[src/rtl/fitness_pkg.sv]
// -----------------------------------------------------------------------------
// fitness_pkg
// Shared definitions for the fitness-tracker blocks (step_counter,
// distancecovered, display).
//   - Default parameter values for the step counter.
//   - Output field widths.
//   - The IDLE/RUN activity state used by every block that follows the
//     run/hold toggle.
//   - Small saturating-arithmetic helpers.
// -----------------------------------------------------------------------------
package fitness_pkg;

   localparam int CLK_HZ_DEFAULT      = 100_000_000;
   localparam int STEP_MAX_DEFAULT    = 9999;
   localparam int RATE_THRESH_DEFAULT = 32;

   localparam int STEP_W = 16;   // stepcount width
   localparam int RATE_W = 8;    // steps_last_sec / window count width
   localparam int HI_W   = 4;    // hi_secs width

   typedef enum logic {
      ST_IDLE = 1'b0,
      ST_RUN  = 1'b1
   } run_state_e;

   // Add a single increment to an 8-bit count, sticking at all-ones.
   function automatic logic [RATE_W-1:0] sat_inc8(input logic [RATE_W-1:0] a,
                                                  input logic inc);
      if (a == {RATE_W{1'b1}})
         return a;
      return a + {{(RATE_W-1){1'b0}}, inc};
   endfunction

   // Add one to a 4-bit count, sticking at all-ones.
   function automatic logic [HI_W-1:0] sat_inc4(input logic [HI_W-1:0] a);
      if (a == {HI_W{1'b1}})
         return a;
      return a + {{(HI_W-1){1'b0}}, 1'b1};
   endfunction

endpackage

[src/rtl/step_counter_if.sv]
// -----------------------------------------------------------------------------
// step_counter_if
// Groups the step counter's control inputs and status outputs.
//   start          : level input; each rising edge toggles run/hold
//   step_pulse     : asynchronous step indication, one step per rising edge
//   stepcount      : total steps since the last run start
//   steps_last_sec : steps in the most recently completed one-second window
//   hi_secs        : completed windows above the rate threshold
//   running        : high in RUN
//   saturated      : high while stepcount is at its ceiling
// master drives start/step_pulse (sensor side), slave is the counter.
// -----------------------------------------------------------------------------
interface step_counter_if;
   import fitness_pkg::*;

   logic              start;
   logic              step_pulse;
   logic [STEP_W-1:0] stepcount;
   logic [RATE_W-1:0] steps_last_sec;
   logic [HI_W-1:0]   hi_secs;
   logic              running;
   logic              saturated;

   modport master (
      output start, step_pulse,
      input  stepcount, steps_last_sec, hi_secs, running, saturated
   );

   modport slave (
      input  start, step_pulse,
      output stepcount, steps_last_sec, hi_secs, running, saturated
   );

endinterface

[src/rtl/pulse_sync.sv]
// -----------------------------------------------------------------------------
// pulse_sync
// Two-flop synchronizer followed by a rising-edge detector with a registered,
// single-cycle output pulse.
//   i_clk   : clock
//   i_rst   : synchronous active-high reset, clears every flop
//   i_async : asynchronous level input
//   o_pulse : one-cycle pulse per rising edge of i_async
// A rising edge first sampled on clock edge N shows o_pulse high during the
// cycle after edge N+2, so a consumer acts on it at edge N+3. A level held
// high for any length of time produces exactly one pulse.
// -----------------------------------------------------------------------------
module pulse_sync (
   input  logic i_clk,
   input  logic i_rst,
   input  logic i_async,
   output logic o_pulse
);

   // r_sh[0] metastability flop, r_sh[1] synchronized level, r_sh[2] history
   logic [2:0] r_sh;
   logic       r_pulse;

   always_ff @(posedge i_clk) begin
      if (i_rst) begin
         r_sh    <= '0;
         r_pulse <= 1'b0;
      end else begin
         r_sh    <= {r_sh[1:0], i_async};
         r_pulse <= r_sh[1] & ~r_sh[2];
      end
   end

   assign o_pulse = r_pulse;

endmodule

[src/rtl/step_counter.sv]
// -----------------------------------------------------------------------------
// step_counter
// Pedometer core: counts synchronized step edges while running, tracks the
// step rate over fixed one-second windows and counts high-activity seconds.
//   clk   : system clock, all state changes on its rising edge
//   reset : synchronous active-high reset
//   bus   : step_counter_if.slave (start, step_pulse in; stepcount,
//           steps_last_sec, hi_secs, running, saturated out)
// Parameters:
//   CLK_HZ      : clock cycles per one-second window
//   STEP_MAX    : stepcount ceiling
//   RATE_THRESH : a window with strictly more steps than this is "high"
// Start edges toggle IDLE <-> RUN. Entering RUN clears every count; leaving
// RUN freezes everything. A start edge always takes priority over a step
// edge or a window close in the same cycle.
// -----------------------------------------------------------------------------
module step_counter
   import fitness_pkg::*;
#(
   parameter int CLK_HZ      = CLK_HZ_DEFAULT,
   parameter int STEP_MAX    = STEP_MAX_DEFAULT,
   parameter int RATE_THRESH = RATE_THRESH_DEFAULT
) (
   input  logic         clk,
   input  logic         reset,
   step_counter_if.slave bus
);

   localparam int                CYC_W      = (CLK_HZ > 1) ? $clog2(CLK_HZ) : 1;
   localparam logic [CYC_W-1:0]  CYC_LAST   = CYC_W'(CLK_HZ - 1);
   localparam logic [STEP_W-1:0] STEP_MAX_V = STEP_W'(STEP_MAX);

   run_state_e        r_state;
   logic              r_start_d;    // start level from the previous cycle
   logic              r_start_vld;  // r_start_d holds a real post-reset sample
   logic [STEP_W-1:0] r_stepcount;
   logic [RATE_W-1:0] r_last;
   logic [HI_W-1:0]   r_hi;
   logic [RATE_W-1:0] r_win;
   logic [CYC_W-1:0]  r_cyc;

   logic              w_step;
   logic              w_start_edge;
   logic              w_close;
   logic [RATE_W-1:0] w_win_next;

   pulse_sync u_step_sync (
      .i_clk   (clk),
      .i_rst   (reset),
      .i_async (bus.step_pulse),
      .o_pulse (w_step)
   );

   // The first cycle after reset has no valid start history, so a start that
   // was already high through reset is not mistaken for a rising edge.
   assign w_start_edge = bus.start & ~r_start_d & r_start_vld;

   assign w_close    = (r_cyc == CYC_LAST);
   // Window count including a step landing in this very cycle; on a close
   // this is the value published, so that step is not lost.
   assign w_win_next = sat_inc8(r_win, w_step);

   always_ff @(posedge clk) begin
      if (reset) begin
         r_state     <= ST_IDLE;
         r_start_d   <= 1'b0;
         r_start_vld <= 1'b0;
         r_stepcount <= '0;
         r_last      <= '0;
         r_hi        <= '0;
         r_win       <= '0;
         r_cyc       <= '0;
      end else begin
         r_start_d   <= bus.start;
         r_start_vld <= 1'b1;

         if (w_start_edge) begin
            // Start wins: any step edge or window close this cycle is dropped.
            if (r_state == ST_IDLE) begin
               r_state     <= ST_RUN;
               r_stepcount <= '0;
               r_last      <= '0;
               r_hi        <= '0;
               r_win       <= '0;
               r_cyc       <= '0;
            end else begin
               r_state <= ST_IDLE;
            end
         end else if (r_state == ST_RUN) begin
            if (w_step && (r_stepcount < STEP_MAX_V))
               r_stepcount <= r_stepcount + STEP_W'(1);

            if (w_close) begin
               r_cyc  <= '0;
               r_win  <= '0;
               r_last <= w_win_next;
               if (int'(w_win_next) > RATE_THRESH)
                  r_hi <= sat_inc4(r_hi);
            end else begin
               r_cyc <= r_cyc + CYC_W'(1);
               r_win <= w_win_next;
            end
         end
      end
   end

   assign bus.stepcount      = r_stepcount;
   assign bus.steps_last_sec = r_last;
   assign bus.hi_secs        = r_hi;
   assign bus.running        = (r_state == ST_RUN);
   assign bus.saturated      = (r_stepcount == STEP_MAX_V);

endmodule

[src/flat_wrapper.sv]
// flat-port wrapper written by rule: the top's interface ports become plain ports
module step_counter_flat import fitness_pkg::*;
#(
   parameter int CLK_HZ      = CLK_HZ_DEFAULT,
   parameter int STEP_MAX    = STEP_MAX_DEFAULT,
   parameter int RATE_THRESH = RATE_THRESH_DEFAULT
)
  (clk, reset, bus_start, bus_step_pulse, bus_stepcount, bus_steps_last_sec, bus_hi_secs, bus_running, bus_saturated);
  step_counter_if bus_i ();
  input  logic clk;
  input  logic reset;
  input wire logic [$bits(bus_i.start)-1:0] bus_start;
  input wire logic [$bits(bus_i.step_pulse)-1:0] bus_step_pulse;
  output wire logic [$bits(bus_i.stepcount)-1:0] bus_stepcount;
  output wire logic [$bits(bus_i.steps_last_sec)-1:0] bus_steps_last_sec;
  output wire logic [$bits(bus_i.hi_secs)-1:0] bus_hi_secs;
  output wire logic [$bits(bus_i.running)-1:0] bus_running;
  output wire logic [$bits(bus_i.saturated)-1:0] bus_saturated;
  assign bus_i.start = bus_start;
  assign bus_i.step_pulse = bus_step_pulse;
  assign bus_stepcount = bus_i.stepcount;
  assign bus_steps_last_sec = bus_i.steps_last_sec;
  assign bus_hi_secs = bus_i.hi_secs;
  assign bus_running = bus_i.running;
  assign bus_saturated = bus_i.saturated;
  step_counter #(.CLK_HZ(CLK_HZ), .STEP_MAX(STEP_MAX), .RATE_THRESH(RATE_THRESH)) u_core (.clk(clk), .reset(reset), .bus(bus_i));
endmodule
[config.mk]
export PLATFORM = sky130hd
export DESIGN_NAME = step_counter_flat
export DESIGN_NICKNAME = d
export VERILOG_FILES = /design/src/rtl/fitness_pkg.sv /design/src/rtl/step_counter_if.sv /design/src/rtl/pulse_sync.sv /design/src/rtl/step_counter.sv /design/src/flat_wrapper.sv
export SDC_FILE = /design/constraint.sdc
export NUM_CORES = 1
export LEC_CHECK = 0
export BUFFER_PORTS_ARGS = -buffer_cell sky130_fd_sc_hd__buf_2
export CAP_MARGIN = 40
export CORE_MARGIN = 2
export CORE_UTILIZATION = 52
export CTS_BUF_LIST = sky130_fd_sc_hd__clkbuf_2
export DETAILED_ROUTE_END_ITERATION = 8
export GPL_ROUTABILITY_DRIVEN = 0
export GPL_TIMING_DRIVEN = 0
export PLACE_DENSITY = 0.72
export SYNTH_ARGS = -nofsm -noshare
export SYNTH_HDL_FRONTEND = slang
export SYNTH_HIERARCHICAL = 1
export SYNTH_SLANG_ARGS = --single-unit
[constraint.sdc]
create_clock -name clk -period 2.9 [get_ports clk]
set_clock_uncertainty 0.05 [all_clocks]
set_input_delay 0 -clock clk [delete_from_list [all_inputs] [get_ports clk]]
set_output_delay 0 -clock clk [all_outputs]
set_load 0.005 [all_outputs]
==> qor.yml, run 1 <==
sta:
  worst_slew_margin_rel_pct: 65.8
  min_period_over_period_pct: 91.8
  layout_min_cycle_time_ps: 2660
  finalHoldViolCount: 0
  worstMarginPinSlew_ps: 512
  finalSetupViolCount: 0
  rsz0062_at_grt: "no"
  slew_viol_final: 0
  fin_tns_setup_ps: 0
  clock.fmax_mhz: 376
worst_setup_path:
  r2r-end: "u_core/r_cyc[25]$_SDFFE_PP0P_"
  cp_cell_sequence: "and3b_1 -> clkbuf_8 -> inv_1 -> ha_1 -> nand4_1 -> or3_1 -> nor3_1 -> nand2_1 -> nor3_1 -> xnor2_1 -> nor2_1"
  critPathSlowestCell: "or3_1"
  worst_path_most_repeated_cell: "nor3_1"
  r2r_cells: 11
  reg2reg_from: "u_core/r_start_d$_SDFF_PP0_"
  crit_required_ps: 3240
  max_stage_delay_ps: 440
  regToRegSetupSlack_ps: 240
  end_kind: "flip-flop"
  critPathLaunchType: "flip-flop"
  critPathMaxFanout: 10
  path_class: "reg -> reg"
  arrival_ps: 3000
min_path:
  whs_path_depth: 3
  hold_end: "u_core/u_step_sync/o_pulse$_SDFF_PP0_"
  hp-class: "in -> reg"
  worstHoldStart: "reset"
layout:
  drive_gt1_share_pct: 15.6
  nFillCells: 594
  syn2layout_area_growth_pct: 11.8
  finalNetCount: 468
  antennaDiodeCount: 0
  fin_util_pct: 59.9
clock_tree:
  clock_latency_ps: 480
  clk_pin_slew_ps: 160
  cts-root-buf: "clkbuf_2"
  clk_path_buf_depth: 2
  cts_tree: "yes"
  htreeDepth: 3
  cts.sinks: 70
  numCtsBuffers: 9
detailed_routing:
  avgViaCountPerCell: 5.60
  drtIter0Drc: 167
  vias: 3012
  ant_nets: 0
  remaining_drc_errors: 0
  wl_per_cell_um: 13.5
  routed_wl_um: 7270
  first_pass_iters: 5
global_routing:
  antenna_found_initial: 0
  grt_usage_pct: 21.1
  grt_pass1_vias: 2688
  grt_max_degree: 11
  overflow: 0
  grt_pass1_wl_um: 12300
place:
  dp_hpwl_um: 5230
  io_buffers: 33
pwr:
  vdd_drop_max_uv: 250
  power_density_nw_per_um2: 387
  p_leak_nw: 1.43
synth:
  ys.flop_type: "dfxtp_1"
  ys_warn_count: 6
  syn_inst: 407
  ys_top_cells_by_area: "dfxtp_1, nor2_1, xor2_1"
  ys_top_cells_by_count: "dfxtp_1, nor2_1, nand2_1"
  netlist_area_um2: 3400
  netlist.area_leader.share_pct: 41.2
  synth-edff-count: 0
  ys_types: 54
  ys_seq_area_share_pct: 41.2
  syn_nets: 417
  synth.avg_cell_area_um2: 8.36
  yosysTopAreaCell: "dfxtp_1"
  async_flop_share_pct: 0
  yosysMostFrequentCell: "dfxtp_1"
  synth-seq-cells: 70
floorplan:
  core_area_um2: 6350
  die_w_um: 84.9
  io_pins: 34
  fp.dieArea_um2: 7200
  die_h_um: 84.9
  initial_core_util_pct: 53.6
  fp-row-count: 29
job:
  cap_violations: 0
run_status:
  status: "finished clean"
[layer usage]
metal	vias to the layer above	GRT usage (%)	routed length, um
li1	1524	-	-
met1	1415	27.9	3350
met2	67	34.3	3510
met3	6	3.99	331
met4	0	8.37	70
met5	-	0	0
[cell usage in the layout (no fill, tap or decap), types with 3 or more instances in the layout]
master	count
mux2i_1	3
nor2_1	60
nor2b_1	5
dlygate4sd3_1	4
or3_1	8
buf_4	6
a211oi_1	5
nand4_1	15
buf_2	34
clkbuf_1	9
clkinv_1	3
nor4_1	4
xor2_1	19
clkbuf_2	10
nand2_1	42
a21oi_1	27
ha_1	6
o21ai_0	12
a31oi_1	3
nand3_1	26
inv_1	8
dfxtp_1	70
nor3b_1	3
and4_1	3
nor3_1	18
and3_1	3
xnor2_1	16
[worst max-delay path, delay by kind of cell, from the launching register on]
family | cells | cell delay (ps)
XOR/XNOR | 1 | 150
adder cells (fa/ha/maj) | 1 | 370
buffers and inverters | 2 | 280
flip-flops | 1 | 340
AND/OR/NAND/NOR | 7 | 1400
[cell families (layout without fill, tap and decap cells)]
logic type	after synthesis	count (layout)	synth area share [%]
buf+inv	23	77	3.20
simple gates	212	212	31.8
flops	70	70	41.2
mux	3	3	0.883
fa+ha+maj	6	6	2.21
xor+xnor	35	35	9.01
compound gates	58	58	11.7
[worst max path at each step]
stage | from | to | slack (ps) | depth (start not counted)
after detailed placement | u_core/r_start_d$_SDFF_PP0_ | u_core/r_cyc[12]$_SDFFE_PP0P_ | 190 | 8
final | u_core/r_start_d$_SDFF_PP0_ | u_core/r_cyc[25]$_SDFFE_PP0P_ | 240 | 11
after floorplan | u_core/r_start_d$_SDFF_PP0_ | u_core/r_cyc[12]$_SDFFE_PP0P_ | 490 | 8
after CTS | u_core/r_start_d$_SDFF_PP0_ | u_core/r_cyc[12]$_SDFFE_PP0P_ | 160 | 8
after global placement | u_core/r_start_d$_SDFF_PP0_ | u_core/r_cyc[12]$_SDFFE_PP0P_ | 270 | 8
after global routing | u_core/r_start_d$_SDFF_PP0_ | u_core/r_cyc[25]$_SDFFE_PP0P_ | 10 | 11
[stage by stage]
stage	worst slack (ps)	hold slack, ps	total power [mW]	std cells	instance area [um^2]
floorplan	493	20.7	1.06	407	3400
global placement	265	161	1.09	517	3660
detailed placement	186	168	1.09	517	3660
CTS	158	179	1.50	535	3770
global route	9.56	202	1.55	538	3800
finish	238	232	1.47	538	3800
[state kept, by name (all words and copies together) (netlist names)]
name / count
u_core/r_cyc: 27
u_core/bus.stepcount: 16
u_core/bus.steps_last_sec: 8
u_core/r_win: 8
u_core/bus.hi_secs: 4
u_core/u_step_sync/r_sh: 3
u_core/bus.running: 1
u_core/r_start_d: 1
u_core/r_start_vld: 1
u_core/u_step_sync/o_pulse: 1
[power breakdown]
| group | switching, mW | internal (mW) | leakage [nW] |
|---|---|---|---|
| registers | 0.00620 | 0.970 | 0.565 |
| logic | 0.0641 | 0.0309 | 0.812 |
| clock network | 0.302 | 0.0981 | 0.0501 |
| total | 0.372 | 1.10 | 1.43 |
[layout make-up]
class | count | area, um^2 | share of cell area [%]
Timing Repair Buffer | 40 | 228 | 5.99
Inverter | 8 | 30.0 | 0.789
Clock buffer | 10 | 50.0 | 1.32
Clock inverter | 4 | 16.3 | 0.428
Multi-Input combinational cell | 314 | 1900 | 50.0
Sequential cell | 70 | 1400 | 36.8
Buffer | 15 | 78.8 | 2.07
Tap cell | 77 | 96.3 | 2.53
[timing repair]
action | in CTS | in global routing
setup buffers | 0 | 3
gates resized for setup | 0 | 3
hold endpoints to repair | 6 | 0
setup endpoints to repair | 0 | 2
hold buffers | 4 | 0
(Power assumes the default switching activity.)
==> run 2: changes to the inputs <==
--- a/config.mk
+++ b/config.mk
@@ -5,6 +5,7 @@
 export SDC_FILE = /design/constraint.sdc
 export NUM_CORES = 1
 export LEC_CHECK = 0
+export ABC_AREA = 1
 export BUFFER_PORTS_ARGS = -buffer_cell sky130_fd_sc_hd__buf_2
 export CAP_MARGIN = 40
 export CORE_MARGIN = 2
@@ -13,7 +14,7 @@
 export DETAILED_ROUTE_END_ITERATION = 8
 export GPL_ROUTABILITY_DRIVEN = 0
 export GPL_TIMING_DRIVEN = 0
-export PLACE_DENSITY = 0.72
+export PLACE_DENSITY = 0.71
 export SYNTH_ARGS = -nofsm -noshare
 export SYNTH_HDL_FRONTEND = slang
 export SYNTH_HIERARCHICAL = 1
==> qor.yml, run 2 <==
run_status:
  status: "finished clean"
sta:
  slew_viol_final: 0
  rsz0062_at_grt: "no"
  finalHoldViolCount: 0
  layout_min_cycle_time_ps: 2710
  finalSetupViolCount: 0
  layout_setup_ws_ps: 193
  min_period_over_period_pct: 93.3
  worst_slew_margin_rel_pct: 59.1
  clock.fmax_mhz: 369
  hold-worst-slack_ps: 184
  worstMarginPinSlew_ps: 613
  fin_tns_setup_ps: 0
synth:
  ys_types: 42
  netlist_area_um2: 3720
  ys_warn_count: 6
  yosysMostFrequentCell: "nand2_1"
  synth-edff-count: 0
  synth.avg_cell_area_um2: 7.02
  yosysTopAreaCell: "dfxtp_1"
  netlist.area_leader.share_pct: 37.7
  synth-seq-cells: 70
  ys_top_cells_by_count: "nand2_1, dfxtp_1, nor2_1"
  ys_top_cells_by_area: "dfxtp_1, nand2_1, nor2_1"
  ys.flop_type: "dfxtp_1"
  syn_inst: 529
  async_flop_share_pct: 0
  ys_seq_area_share_pct: 37.7
  syn_nets: 539
place:
  place_inst: 658
  dp_hpwl_um: 6110
  io_buffers: 33
  dp_slack_ps: 142
  dpl_cell_area_um2: 4000
floorplan:
  core_area_um2: 6870
  io_pins: 34
  fp-row-count: 30
  die_h_um: 88.5
  initial_core_util_pct: 54.1
  die_w_um: 88.5
  fp.dieArea_um2: 7840
clock_tree:
  numCtsBuffers: 9
  clock_latency_ps: 490
  cts.sinks: 70
  cts-root-buf: "clkbuf_2"
  cts_tree: "yes"
  clk_pin_slew_ps: 210
  clk_path_buf_depth: 2
  htreeDepth: 3
detailed_routing:
  drtIter0Drc: 193
  avgViaCountPerCell: 5.11
  remaining_drc_errors: 0
  first_pass_iters: 4
  ant_nets: 0
  routed_wl_um: 8350
  wl_per_cell_um: 12.3
  vias: 3462
pwr:
  p_int_mw: 1.13
  power_density_nw_per_um2: 383
  swShare_pct: 28.9
  comb_power_share_pct: 7.9
  p_sw_uw: 459
  vdd_drop_max_uv: 219
  pwr-share-seq_pct: 61.9
  clkPwrFrac_pct: 30.2
  p_leak_nw: 1.73
  power_mw: 1.59
layout:
  final_cell_area_um2: 4150
  antennaDiodeCount: 0
  final_common_cell: "nand2_1"
  fin_cells: 678
  nFillCells: 676
  drive_gt1_share_pct: 16.7
  most-common-layout-cells: "nand2_1, dfxtp_1, nor2_1"
  largest_reg_flops: 27
  fin_util_pct: 60.3
  finalNetCount: 587
  top_register: "u_core/r_cyc"
  multi_input_area_um2: 1990
  syn2layout_area_growth_pct: 11.5
  regArea_um2: 1400
worst_setup_path:
  r2r_cells: 15
  critPathLaunchType: "flip-flop"
  path_class: "reg -> reg"
  critPathMaxFanout: 10
  end_kind: "flip-flop"
  crit_required_ps: 3270
  arrival_ps: 3070
min_path:
  whs_path_depth: 3
  hp-class: "in -> reg"
global_routing:
  grt_max_degree: 14
  grt_usage_pct: 22.7
  grt_pass1_vias: 3095
  overflow: 0
  antenna_found_initial: 0
  grt_pass1_wl_um: 14000
job:
  cap_violations: 0
-- run 2: power groups by stage --
stage / Combinational, mW / Clock [mW] / Sequential, mW
2_1_floorplan: 0.0836 / 0 / 1.00
5_1_grt: 0.139 / 0.537 / 0.985
3_5_place_dp: 0.120 / 0 / 1.00
4_1_cts: 0.124 / 0.506 / 0.983
3_3_place_gp: 0.119 / 0 / 1.00
6_report: 0.125 / 0.480 / 0.983
-- run 2: timing repair --
item,CTS,global route
buffers inserted,0,0
endpoints found under the setup margin,0,11
endpoints found under the hold margin,11,0
resized for setup,0,2
hold buffers,4,0
-- run 2: worst paths after layout --
path | start | endpoint | slack (ps)
setup reg to reg | u_core/r_start_vld$_DFF_P_ | u_core/r_cyc[24]$_SDFFE_PP0P_ | 190
setup / recovery | u_core/r_start_vld$_DFF_P_ | u_core/r_cyc[24]$_SDFFE_PP0P_ | 190
hold reg to reg | u_core/u_step_sync/r_sh[2]$_SDFF_PP0_ | u_core/u_step_sync/o_pulse$_SDFF_PP0_ | 360
hold / removal | reset | u_core/u_step_sync/r_sh[1]$_SDFF_PP0_ | 180
-- run 2: layout make-up --
class                   count  share of cell area [%]
clock buffers               9                    1.09
flip-flops and latches     70                    33.8
well taps                  96                    2.90
inverters                  58                    5.40
repair buffers             37                    4.95
plain buffers              15                    2.66
multi-input cells         386                    48.0
clock inverters             7                    1.24
-- run 2: metal layers --
metal | vias up | track usage (%) | part of all wire [%]
met5 | - | 0 | 0
met4 | 0 | 7.02 | 0.66
met3 | 6 | 5.32 | 3.7
met2 | 69 | 37.7 | 48
met1 | 1589 | 29.5 | 47
li1 | 1798 | - | -
-- run 2: logic make-up (layout without fill, tap and decap cells) --
kind of cell,count (synthesis),count (layout),synth area share [%]
fa+ha+maj,6,6,2.02
compound gates,63,63,9.29
buf+inv,73,126,8.99
flops,70,70,37.7
simple gates,294,294,36.6
xor+xnor,23,23,5.42
-- run 2: worst max-delay path, cell delays in order, from the launching register on --
cell,delay (ps)
dfxtp_1,350
nand2_1,80
nor2_4,160
inv_1,120
buf_6,170
buf_6,140
ha_1,300
inv_2,70
nor3_4,250
nand2_1,130
nor2_2,200
nand4_1,190
nor2_2,170
nand2_1,80
o21ai_1,120
a21oi_1,50
